--- config.mk ---
export PLATFORM = sky130hd
export DESIGN_NAME = image_reader
export DESIGN_NICKNAME = d
export VERILOG_FILES = /design/src/rtl/image_reader.sv
export SDC_FILE = /design/constraint.sdc
export NUM_CORES = 1
export LEC_CHECK = 0
export CAP_MARGIN = 10
export CORE_MARGIN = 2
export CORE_UTILIZATION = 42
export DETAILED_ROUTE_END_ITERATION = 8
export MAX_ROUTING_LAYER = met4
export PLACE_DENSITY = 0.74
export SETUP_SLACK_MARGIN = 0.02
export SYNTH_ARGS = -nofsm -noshare
export SYNTH_HDL_FRONTEND = slang
export SYNTH_SLANG_ARGS = --single-unit
--- constraint.sdc ---
create_clock -name clk -period 1.45 [get_ports clk]
set_clock_uncertainty 0.15 [all_clocks]
set_input_delay 0.29 -clock clk [delete_from_list [all_inputs] [get_ports clk]]
set_output_delay 0.29 -clock clk [all_outputs]
set_load 0.01 [all_outputs]
--- src/rtl/image_reader.sv ---
// Raster-scan reader: snapshots a WIDTH x HEIGHT bitmap on start and streams it
// one pixel per accepted valid/ready beat, with x/y coordinates and first/last markers.
module image_reader #(
    parameter int WIDTH  = 4,
    parameter int HEIGHT = 4,
    localparam int XW = (WIDTH  > 1) ? $clog2(WIDTH)  : 1,
    localparam int YW = (HEIGHT > 1) ? $clog2(HEIGHT) : 1
) (
    input  logic                      clk,
    input  logic                      reset,
    input  logic                      start,
    input  logic [WIDTH*HEIGHT-1:0]   image,
    input  logic                      ready,
    output logic                      pixel,
    output logic [XW-1:0]             x,
    output logic [YW-1:0]             y,
    output logic                      valid,
    output logic                      first,
    output logic                      last,
    output logic                      busy,
    output logic                      done
);

    typedef enum logic [1:0] {
        IDLE = 2'd0,
        SCAN = 2'd1,
        DONE = 2'd2
    } state_t;

    localparam logic [XW-1:0] X_LAST = XW'(WIDTH - 1);
    localparam logic [YW-1:0] Y_LAST = YW'(HEIGHT - 1);

    state_t                    state_q, state_d;
    logic [XW-1:0]             x_q, x_d;
    logic [YW-1:0]             y_q, y_d;
    logic [WIDTH*HEIGHT-1:0]   snap_q, snap_d;

    always_ff @(posedge clk) begin
        if (reset) begin
            state_q <= IDLE;
            x_q     <= '0;
            y_q     <= '0;
            snap_q  <= '0;
        end else begin
            state_q <= state_d;
            x_q     <= x_d;
            y_q     <= y_d;
            snap_q  <= snap_d;
        end
    end

    // The snapshot is consumed as a shift register in raster order, so bit 0
    // always holds the pixel at the current (x,y).
    always_comb begin
        state_d = state_q;
        x_d     = x_q;
        y_d     = y_q;
        snap_d  = snap_q;
        unique case (state_q)
            IDLE: begin
                if (start) begin
                    snap_d  = image;
                    x_d     = '0;
                    y_d     = '0;
                    state_d = SCAN;
                end
            end
            SCAN: begin
                if (ready) begin
                    snap_d = snap_q >> 1;
                    if (x_q == X_LAST) begin
                        x_d = '0;
                        if (y_q == Y_LAST) begin
                            y_d     = '0;
                            state_d = DONE;
                        end else begin
                            y_d = y_q + YW'(1);
                        end
                    end else begin
                        x_d = x_q + XW'(1);
                    end
                end
            end
            DONE:    state_d = IDLE;
            default: state_d = IDLE;
        endcase
    end

    assign valid = (state_q == SCAN);
    assign busy  = (state_q == SCAN);
    assign done  = (state_q == DONE);
    assign pixel = valid & snap_q[0];
    assign x     = x_q;
    assign y     = y_q;
    assign first = valid && (x_q == '0) && (y_q == '0);
    assign last  = valid && (x_q == X_LAST) && (y_q == Y_LAST);

endmodule

== Word level (Yosys, flattened, before mapping) ==
Index checks and enable logic that the tools add are counted.
Word-level totals
  register bits: 22
  word-level logic and storage cells: 42
  output and inout port bits: 10
  input bits: 20
Operators by class
  reduce and logical (&&, ||, !) cells: 11
  mux-type cells: 16
  bitwise logic cells: 1
  equality and inequality tests: 8
  add/sub/neg operators: 2
Operator list (number)
  16-bit two-way mux: 2
  16-bit case mux with 2 select lines: 1
  2-bit two-way mux: 10
  2-bit case mux with 2 select lines: 3
  4-bit AND reduction: 2
  2-bit equality test, second input constant: 3
  2-bit zero test: 3
  2-bit by 1-bit adder with 2-bit output, second input constant: 2
  1-bit logical AND: 4
  2-bit by 1-bit inequality test with 1-bit output, second input constant: 2
  2-bit inequality test, second input constant: 2
  3-bit AND reduction: 1
  2-bit by 1-bit equality test with 1-bit output, second input constant: 1
  2-bit nonzero test: 1
  1-bit bitwise AND: 1

== Logic depth before layout (Yosys ltp) ==
  word-level depth: 5
  gate-level depth with buffers: 5
  gate-level depth less buffers: 4

== Worst setup path after synthesis ==
OpenSTA, ideal clock, no wires.
  path type: flip-flop to flip-flop
  start point: register state_q[0]
  end point: register snap_q[10]
  buffers on the path: 2
  data arrival time: 1.265 ns
  data required time: 1.181 ns
  period minus slack after synthesis: 1.534 ns
  path slack: -0.084 ns
  stages on the path, launching flop included: 6
  library setup time: 0.119 ns
  cells stage by stage: dfxtp_1 > buf_4 > and2b_1 > nand2_2 > buf_2 > o221a_2
Between the ends
  word-level cells in the longest chain between the ends: 3
  elaborated cells between the ends (all ways): 7
  those cells by class: 3 x eq/ne; 1 x mux; 3 x reduce/logical
Ends and longest elaborated chain
  from (decl): RTL line 33  | state_t state_q, state_d;
  from (signal assigned): RTL line 45  | state_q <= state_d;
  2-bit by 1-bit equality test with 1-bit output (*)
  net busy: RTL line 20  | output logic busy,
  2-bit inequality test (no line) / 2-bit nonzero test (equally long branches)
  3-bit AND reduction (no line)
  to (signal assigned): RTL line 48  | snap_q <= snap_d;
  to (decl): RTL line 36  | logic [WIDTH*HEIGHT-1:0] snap_q, snap_d;
Mark *: on every way through the listed nets, which the timed path passes. The rest lies on a longest branch.
A chain may end at the register's enable or synchronous reset.

== Worst setup path in the final report ==
  start point: register state_q[1]
  end point: output last
Between the ends
  word-level cells in the longest chain between the ends: 3
Ends and longest elaborated chain
  2-bit by 1-bit equality test with 1-bit output: RTL line 89  | assign valid = (state_q == SCAN);
  1-bit logical AND (2 in series): RTL line 96  | assign last = valid && (x_q == X_LAST) && (y_q == Y_LAST);
  to (decl): RTL line 19  | output logic last,
No other way between the ends.

==> summary.txt <==
Clocking
  • H-tree levels: 1
  • Clock tree buffer depth: 2
  • CTS Buf Count: 3
  • Clock slew at reported path FFs: 0.13 ns
  • Worst-Skew Late Latency: ~0.31 ns
  • TritonCTS clock tree: built
  • Clock Sinks: 22
  • Cts hold-fix bufs: 0
  • CTS root buf: clkbuf_4

Worst setup path
  • Startpoint class of the critical path: flop
  • Worst EP arrival: 1.21 ns
  • Critical path peak fanout: 4
  • Reg2reg end: snap_q[14]
  • Worst R2R Setup Slack: -0.16 ns
  • Worst setup EP type: output port
  • Req. time, crit path: approximately 1.0 ns
  • CP Class: flop to output port
  • RR Startpoint: state_q[0]
  • Worst reg2reg path depth: 5

Route
  • Avg WL per Cell: 15.47 µm
  • Vias/cell: approximately 5.6
  • Post-route antenna net violation count: 0
  • Drt first pass iters: 4
  • Detailed Route WL: 2846 µm
  • Routed vias: 1034
  • DRC: 0
  • 1st-iter DRT viols: 28

GRT
  • Gr ovfl total: 0
  • Vias in the first global route: slightly below 1000
  • First-pass GRT wire length: between 4000 and 5000 µm
  • Pin count of the biggest net entering global routing: 18
  • Initial antenna violation count: 0
  • Overall routing resource usage: a little over a fifth

Synthesis
  • Post-synth EDFFs: 0
  • Yosys warnings: 0
  • Synthesized area per cell: ~10 µm²
  • Mapped Area: ~0.0011 mm²
  • Top FF cell, synth: dfxtp_1
  • Netlist cell types: 30
  • Synth Instances: around 100
  • Register area share after synthesis: between 40% and 50%
  • Synth async-reset ratio: 0%
  • Syn_nets: 129
  • FF+latch count, synth: 22

Timing
  • Setup ws final: -0.2042 ns
  • Fin. max-slew vios: 0
  • Worst Tran Pin Value: about 0.38 ns
  • Max Clock Freq: between 0.6 and 0.7 GHz
  • RSZ-0062 raised after global routing: yes
  • Relative slew slack: around 75%
  • Minimum clock period: between 1.5 and 2 ns
  • # setup viols final: 22
  • Fin. Hold Viols: 0
  • Tcrit/Tclk final: 114.1%

Finish
  • Fill cells: about 180
  • Fin cells: approximately 180
  • Fraction of layout cells with a size suffix above 1: 51.30%
  • Diode count: 0
  • NumNets Final: between 150 and 200
  • Area grow syn2layout: 60.88%
  • Post-route cell area: roughly 0.0017 mm²

Run status
  • Outcome: complete, but fails checks
  • Violated checks: negative setup slack

Power and ir drop
  • P_int: between 1 and 1.5 mW
  • LEAKAGE: 0.6826 nW
  • Clock share of power: about 33%
  • Comb pwr share: 19.9%
  • Pwr dens: ~850 mW/mm²
  • Sw Pwr: ~0.34 mW
  • Design Power: 1.437 mW
  • Reg power frac: between 40% and 50%
  • Switching share of power: between 20% and 30%
  • Peak VDD IR: between 0.0009 and 0.001 V

Die
  • Number of top-level pins: 30
  • Core Box Area: ~0.0024 mm²
  • DIE AREA: approximately 0.0029 mm²
  • Die Y: ~54 µm
  • Starting Density: a little over two fifths
  • Die span in x: around 54 µm
  • Cell Rows: 18

Placed design
  • RD Place Congestion: 0.8627
  • Worst slack, placed: -0.4898 ns
  • Placed cells: approximately 180
  • PortBufs: 29
  • Hpwl dp: 1730 µm
  • Placed instance area: between 0.0015 and 0.002 mm²

Min path
  • Hold path depth: 1
  • HP Start: snap_q[0]
  • Worst min path class: flop to flop
  • Hold Path End: snap_q[0]

Flow run
  • Max-Cap Viols: 0
==> final cells by class <==
| type | count | area (µm²) | area share, % |
|---|---|---|---|
| multi-input combinational | 67 | 616.8 | 36.44 |
| timing repair buffer | 54 | 504.2 | 29.79 |
| sequential | 22 | 455.4 | 26.90 |
| tap | 30 | 37.54 | 2.217 |
| clock inverter | 1 | 30.03 | 1.774 |
| inverter | 7 | 26.28 | 1.552 |
| clock buffer | 3 | 22.52 | 1.330 |
==> Yosys cell counts (3+ instances only) <==
| master | number | area (µm²) |
|---|---|---|
| buf_2 | 3 | 15.01 |
| ha_1 | 5 | 62.56 |
| o21a_1 | 15 | 112.6 |
| a21oi_1 | 4 | 20.02 |
| nand2_1 | 3 | 11.26 |
| o221a_2 | 15 | 168.9 |
| dfxtp_1 | 22 | 440.4 |
| inv_1 | 7 | 26.28 |
==> worst max path at each step <==
stage | cells after the start | slack [ns] | startpoint | to
global route | 3 | -0.25 | state_q[1] | last
global placement | 5 | -0.50 | start | snap_q[14]
CTS | 3 | -0.19 | state_q[1] | last
detailed placement | 5 | -0.49 | start | snap_q[14]
floorplan | 5 | -0.02 | state_q[1] | snap_q[10]
finish | 3 | -0.20 | state_q[1] | last
==> state kept, by name, indices dropped and copies added (netlist names) <==
name and count:
y 2, x 2, snap_q 16, state_q 2
==> metal layers <==
layer  routed length, µm  up-vias  global-route usage (%)
met5                   0        -                       -
met4                  36        0                   8.333
met3                 140        6                   4.722
met1                1267      496                   27.16
li1                    -      495                       -
met2                1401       37                   33.74
==> cells in the final DEF (no fill, tap or decap), types with 2 or more instances in the layout <==
cell and n:
inv_2 4, dfxtp_2 3, clkdlybuf4s50_1 17, ha_2 3
dlygate4sd2_1 2, nor2_1 2, dfxtp_4 3, dfxtp_1 16
clkbuf_4 3, and3_4 2, buf_4 16, nand2_1 3
o221a_2 15, a21oi_1 2, inv_1 3, buf_2 4
buf_6 13, o21a_1 15, nand4_1 2, a21oi_2 2
nor3_1 2, o21ai_0 2
==> power groups by stage <==
stage	Sequential [mW]	Combinational [mW]	Clock [mW]
finish	0.675	0.285	0.477
global route	0.679	0.308	0.512
CTS	0.675	0.279	0.479
detailed placement	0.687	0.249	0
global placement	0.686	0.244	0
floorplan	0.681	0.139	0
==> through the flow <==
stage / TNS, ns / hold slack (ns) / utilization (%)
6_report: -2.933 / 0.3915 / 69.60
2_1_floorplan: -0.1798 / 0.3028 / -
4_1_cts: -2.796 / 0.3675 / 68.31
3_5_place_dp: -9.736 / 0.3487 / 61.93
5_1_grt: -3.777 / 0.4076 / 69.60
3_3_place_gp: -9.748 / 0.3506 / 61.93
==> timing repair <==
item / 4_1_cts / 5_1_grt
setup buffers: 3 / 2
pin swaps: 3 / 6
gates cloned: 1 / 1
gates resized for setup: 75 / 8
setup endpoints to repair: 28 / 30
==> cells by family after synthesis <==
logic type                 synth area share (%)
AOI/OAI and AO/OA                         31.87
and+or+nand+nor                           12.25
DFF                                       41.85
buffers and inverters                     7.134
adders and majority gates                 5.945
muxes                                    0.9513
==> worst max-delay path, cell delays in order, from the launching register on <==
cell     delay [ns]
dfxtp_2        0.34
and2b_2        0.26
and3_4         0.20
buf_6          0.10
Power figures use the tool's default switching activity.
